File: src/rtl/rk05_pkg.sv
// Shared types and constants for the DRAM access arbiter.
// Grant codes double as the requester identifiers.
package rk05_pkg;

    localparam logic [1:0] GNT_NONE  = 2'd0;
    localparam logic [1:0] GNT_BUSRD = 2'd1;
    localparam logic [1:0] GNT_BUSWR = 2'd2;
    localparam logic [1:0] GNT_SPI   = 2'd3;

    typedef enum logic [1:0] {
        IDLE,
        ISSUE,
        WAIT_ACK,
        DONE
    } arb_state_t;

    localparam logic [15:0] TIMEOUT_READ_DATA = 16'hFFFF;

endpackage

File: src/rtl/arb_priority_select.sv
// Combinational winner pick: bus read > bus write > SPI,
// except that a starved SPI request jumps the queue.
module arb_priority_select
    import rk05_pkg::*;
(
    input  logic       busrd_req,
    input  logic       buswr_req,
    input  logic       spi_req,
    input  logic       spi_starved,
    output logic [1:0] winner
);

    always_comb begin
        winner = GNT_NONE;
        if (spi_req && spi_starved)
            winner = GNT_SPI;
        else if (busrd_req)
            winner = GNT_BUSRD;
        else if (buswr_req)
            winner = GNT_BUSWR;
        else if (spi_req)
            winner = GNT_SPI;
    end

endmodule

File: src/rtl/dram_access_arbiter.sv
// Shares the sdram_controller port between SPI, bus read
// and bus write using four-phase req/ack handshakes.
module dram_access_arbiter
    import rk05_pkg::*;
#(
    parameter int TIMEOUT_CYCLES   = 64,
    parameter int SPI_STARVE_LIMIT = 2
) (
    input  logic        clock,
    input  logic        reset,
    input  logic        spi_req,
    input  logic        spi_we,
    input  logic [15:0] spi_wdata,
    output logic        spi_ack,
    output logic [15:0] spi_rdata,
    input  logic        busrd_req,
    output logic        busrd_ack,
    output logic [15:0] busrd_rdata,
    input  logic        buswr_req,
    input  logic [15:0] buswr_wdata,
    output logic        buswr_ack,
    output logic        ctl_read_enbl,
    output logic        ctl_write_enbl,
    output logic [15:0] ctl_writedata,
    input  logic [15:0] ctl_readdata,
    input  logic        ctl_readack,
    input  logic        ctl_writeack,
    output logic [1:0]  grant,
    output logic        timeout_err
);

    localparam int TW = (TIMEOUT_CYCLES > 1) ?
                        $clog2(TIMEOUT_CYCLES) : 1;
    localparam int SW = (SPI_STARVE_LIMIT > 0) ?
                        $clog2(SPI_STARVE_LIMIT + 1) : 1;

    arb_state_t      state;
    arb_state_t      state_nxt;
    logic [1:0]      winner;
    logic            starved;
    logic            take;
    logic            take_wr;
    logic            op_wr;
    logic            cmp_hit;
    logic            to_hit;
    logic            rd_done;
    logic            gnt_req;
    logic [15:0]     rd_val;
    logic [TW-1:0]   wait_cnt;
    logic [SW-1:0]   starve_cnt;

    assign starved = spi_req &&
                     (starve_cnt == SW'(SPI_STARVE_LIMIT));

    arb_priority_select u_sel (
        .busrd_req   (busrd_req),
        .buswr_req   (buswr_req),
        .spi_req     (spi_req),
        .spi_starved (starved),
        .winner      (winner)
    );

    assign take    = (state == IDLE) && (winner != GNT_NONE);
    assign take_wr = (winner == GNT_BUSWR) ||
                     ((winner == GNT_SPI) && spi_we);

    // Only the ack matching the issued direction completes.
    assign cmp_hit = op_wr ? ctl_writeack : ctl_readack;
    assign to_hit  = (wait_cnt == TW'(TIMEOUT_CYCLES - 1));
    assign rd_done = (state == WAIT_ACK) && !op_wr &&
                     (ctl_readack || to_hit);
    assign rd_val  = ctl_readack ? ctl_readdata
                                 : TIMEOUT_READ_DATA;

    always_comb begin
        gnt_req = 1'b0;
        unique case (1'b1)
            grant == GNT_BUSRD: gnt_req = busrd_req;
            grant == GNT_BUSWR: gnt_req = buswr_req;
            grant == GNT_SPI:   gnt_req = spi_req;
            default:            gnt_req = 1'b0;
        endcase
    end

    assign busrd_ack = (state == DONE) && (grant == GNT_BUSRD);
    assign buswr_ack = (state == DONE) && (grant == GNT_BUSWR);
    assign spi_ack   = (state == DONE) && (grant == GNT_SPI);

    always_ff @(posedge clock) begin
        if (reset)
            state <= IDLE;
        else
            state <= state_nxt;
    end

    always_comb begin
        state_nxt = state;
        unique case (state)
            IDLE:     if (take) state_nxt = ISSUE;
            ISSUE:    state_nxt = WAIT_ACK;
            WAIT_ACK: if (cmp_hit || to_hit)
                          state_nxt = DONE;
            DONE:     if (!gnt_req) state_nxt = IDLE;
            default:  state_nxt = IDLE;
        endcase
    end

    always_ff @(posedge clock) begin
        if (reset) begin
            grant          <= GNT_NONE;
            ctl_read_enbl  <= 1'b0;
            ctl_write_enbl <= 1'b0;
            ctl_writedata  <= '0;
            op_wr          <= 1'b0;
            wait_cnt       <= '0;
            starve_cnt     <= '0;
            timeout_err    <= 1'b0;
            spi_rdata      <= '0;
            busrd_rdata    <= '0;
        end else begin
            ctl_read_enbl  <= 1'b0;
            ctl_write_enbl <= 1'b0;
            if (take) begin
                grant          <= winner;
                op_wr          <= take_wr;
                ctl_read_enbl  <= !take_wr;
                ctl_write_enbl <= take_wr;
                wait_cnt       <= '0;
                if (winner == GNT_BUSWR)
                    ctl_writedata <= buswr_wdata;
                else if (winner == GNT_SPI)
                    ctl_writedata <= spi_wdata;
                // Only bus grants made over a waiting SPI count.
                if (winner == GNT_SPI || !spi_req)
                    starve_cnt <= '0;
                else
                    starve_cnt <= starve_cnt + 1'b1;
            end
            if (state == WAIT_ACK) begin
                wait_cnt <= wait_cnt + 1'b1;
                if (!cmp_hit && to_hit)
                    timeout_err <= 1'b1;
            end
            if (rd_done) begin
                if (grant == GNT_SPI)
                    spi_rdata <= rd_val;
                else
                    busrd_rdata <= rd_val;
            end
            if (state == DONE && !gnt_req)
                grant <= GNT_NONE;
        end
    end

endmodule

File: config.mk
export PLATFORM = sky130hd
export DESIGN_NAME = dram_access_arbiter
export DESIGN_NICKNAME = d
export VERILOG_FILES = /design/src/rtl/rk05_pkg.sv /design/src/rtl/arb_priority_select.sv /design/src/rtl/dram_access_arbiter.sv
export SDC_FILE = /design/constraint.sdc
export NUM_CORES = 1
export LEC_CHECK = 0
export ABC_AREA = 1
export ABC_CLOCK_PERIOD_IN_PS = 2000
export BUFFER_PORTS_ARGS = -buffer_cell sky130_fd_sc_hd__buf_2
export CAP_MARGIN = 30
export CORE_MARGIN = 1.5
export CORE_UTILIZATION = 50
export DETAILED_ROUTE_END_ITERATION = 10
export PLACE_DENSITY_LB_ADDON = 0.3
export SLEW_MARGIN = 20
export SYNTH_ARGS = -nofsm -noshare
export SYNTH_HDL_FRONTEND = slang
export SYNTH_SLANG_ARGS = --single-unit
File: constraint.sdc
create_clock -name clock -period 2 [get_ports clock]
set_clock_uncertainty 0.15 [all_clocks]
set_input_delay 0.1 -clock clock [delete_from_list [all_inputs] [get_ports clock]]
set_output_delay 0.1 -clock clock [all_outputs]
set_load 0.05 [all_outputs]
==> results by group <==
Clock network
  – Clock transition at the registers of the reported paths: roughly 70 ps
  – Sink Count: 64
  – CTS HTree Levels: 3
  – Clock Path Buffers: 2
  – Clk_lat worst skew: 330 ps
  – Root Buffer: clkbuf_8
  – Resize count post-CTS: 0
  – Post-CTS Setup Bufs: 0
  – CTS tree: built
  – CTS buffer count: 9

Synth
  – Main synth FF type: dfxtp_1
  – Ys Warns: 0
  – Yosys top cell by area: dfxtp_1
  – Main area contributors after synthesis: dfxtp_1 41%, nand2_1 13%, a21oi_1 9.4%
  – Post-Syn Area per Cell: 7.28 um^2
  – Synth Area in XOR/XNOR: 0%
  – Share of the synthesized area in the top cell type: 40.7%
  – EDFF count, synth: 0
  – Yosys reg bits: 64
  – Combinational family with the most area after synthesis: simple AND/OR/NAND/NOR gates
  – Mux contribution to synthesized area: 0%
  – Simple-Gate Fraction of Synth Area: 33.9%
  – Seq/Total Area, Yosys: 40.7%
  – Post-Synthesis Cells: 432
  – Synthesized-area fraction occupied by adder cells: about 2.4%
  – Cell Area, Synth: 3140 um^2
  – Total nets after synthesis: between 400 and 500
  – Compound-Gate Fraction of Synth Area: 11.2%
  – Post-synth cell types: 30
  – FFs w/ async S/R, synth: 0%

Floorplan
  – Die height: between 80 and 90 um
  – # rows: 28
  – CORE AREA: 5990 um^2
  – Initial Utilization: 52.5%
  – Die area: 6770 um^2
  – I/O Pins: 112
  – DIE WIDTH: 82.3 um

Run
  – Max-capacitance violation count: 0

Global routing
  – Largest net degree at the start of global routing: 22
  – Grt total ovfl: 0
  – First-pass GRT wire length: 14100 um
  – Vias in the first global route: 3115
  – Initial antenna violation count: 0
  – Total global-route track usage: a little over a quarter

STA
  – Hold_ws: 42.8 ps
  – Slew @ Worst Pin: 389 ps
  – Final Setup Violations: 0
  – Final Hold Fails: 0
  – Minimum clock period: 1780 ps
  – Tcrit/Tclk final: 89.0%
  – Fmax: around 560 MHz
  – Fin. max-slew vios: 0
  – RSZ-0062 raised after global routing: false
  – Worst slew margin: 74.0%

Place
  – Final Wtd Congestion: 0.803
  – Hpwl dp: 5590 um
  – # port buffers: 111

Finish
  – FILL cells: 469
  – Nets: 638
  – Layout cells sized above 1: 29.8%
  – Most common cell after layout, fill and taps aside: buf_2
  – Area growth syn-to-layout: 35.8%
  – Antenna diode count: 0
  – Most frequent cells in the layout: 111 x buf_2, 108 x nand2_1, 64 x dfxtp_1

Worst setup path
  – CP top delay family: simple AND/OR/NAND/NOR gates
  – Crit path buffers/inverters: 0
  – Crit path cell chain: ha_1, nand2_2, nor2_4, nand2_2, nand2_4, nand3_4, nand2_1, a21oi_1
  – Levels on crit path: 8
  – Slowest cell delay on critical path: 390 ps
  – Critical Path Slowest Stage Cell: dfxtp_1
  – Worst Path Arrival: 1850 ps
  – Critical path class: reg2reg
  – Startpoint type of the worst setup path: flip-flop
  – Crit path capture type: flip-flop
  – Reg2Reg Depth: 8
  – Most used cell, CP: nand2_2
  – Data required, critical path: 2070 ps
  – Crit Path Max Fanout: 21

Min path
  – Worst Hold Depth: 2
  – Hold Path Class: in2reg

Route
  – Final ANT Viol Nets: 0
  – Avg WL per Cell: 13.8 um
  – Total Wirelength: 9040 um
  – DR vias/cell: ~5.1
  – Initial DRC count: about 190
  – Drt drc: 0
  – Vias: 3373
  – Pre-antenna DRT Iters: 5

Pwr
  – Max IR drop VDD: 0.656 mV
  – Overall power: about 4600 uW
  – Leak Pwr: 0.00206 uW
  – Power per cell area: 1080 nW/um^2

Status
  – Outcome: complete, no violations
[logic make-up (layout without fill, tap and decap cells)]
logic type	count (synthesis)	after routing
fa+ha+maj	6	6
flops	64	64
buf+inv	78	227
simple gates	215	215
compound gates	69	69
[metal layers]
metal  wire, um  up-vias  GRT usage [%]  share of wire [%]
met5          0        -              0                  0
met4        154        0           10.5                1.7
met3        780       13           7.36                8.6
met2       4310      163           46.7                 48
met1       3800     1506           32.8                 42
li1           -     1691              -                  -
[final timing paths]
check / slack (ps) / start / end
max: 220 / wait_cnt[0]$_SDFFE_PP0P_ / busrd_rdata[5]$_SDFFE_PP0P_
min: 40 / reset / starve_cnt[1]$_SDFFE_PP0P_
max reg2reg: 220 / wait_cnt[0]$_SDFFE_PP0P_ / busrd_rdata[5]$_SDFFE_PP0P_
min reg2reg: 310 / busrd_rdata[13]$_SDFFE_PP0P_ / busrd_rdata[13]$_SDFFE_PP0P_
[per-stage QoR]
| stage | std cells | setup TNS (ps) | area [um^2] | util, % | setup WS (ps) |
|---|---|---|---|---|---|
| floorplan | 432 | -368 | 3150 | - | -185 |
| global placement | 607 | 0 | 3720 | 62.1 | 324 |
| detailed placement | 607 | 0 | 3720 | 62.1 | 241 |
| CTS | 656 | 0 | 4270 | 71.3 | 226 |
| global route | 656 | 0 | 4270 | 71.3 | 45.4 |
| finish | 656 | 0 | 4270 | 71.3 | 219 |
[Yosys cell counts (3+ instances only)]
| cell | count |
|---|---|
| a21oi_1 | 59 |
| buf_2 | 5 |
| buf_6 | 8 |
| clkbuf_1 | 6 |
| dfxtp_1 | 64 |
| ha_1 | 6 |
| inv_1 | 52 |
| inv_2 | 3 |
| nand2_1 | 108 |
| nand2_2 | 3 |
| nand3_1 | 25 |
| nand4_1 | 35 |
| nor2_1 | 13 |
| nor2_4 | 4 |
| o21ai_0 | 5 |
| or2_2 | 16 |
[layout make-up]
class	instances	area, um^2	area share, %
multi-input combinational	290	1500	35.0
sequential	64	1280	30.0
timing repair buffer	155	968	22.7
inverter	56	213	4.98
clock buffer	14	183	4.28
tap	75	93.8	2.20
clock inverter	2	35.0	0.820
[power by group]
group	leakage (uW)	switching (uW)	internal, uW
logic	0.00143	1280	511
clock network	0.000113	480	711
registers	0.000521	134	1470
total	0.00206	1900	2700
[timing repair]
item                       4_1_cts  5_1_grt
setup endpoints to repair        0        0
hold buffers                    33        0
hold endpoints to repair        19        0
[state kept, by name, summed over array words and instances (netlist names), 2 cells and up]
| signal | flops |
|---|---|
| state | 2 |
| wait_cnt | 6 |
| grant | 2 |
| busrd_rdata | 16 |
| starve_cnt | 2 |
| ctl_writedata | 16 |
| spi_rdata | 16 |
Power figures use the tool's default switching activity.
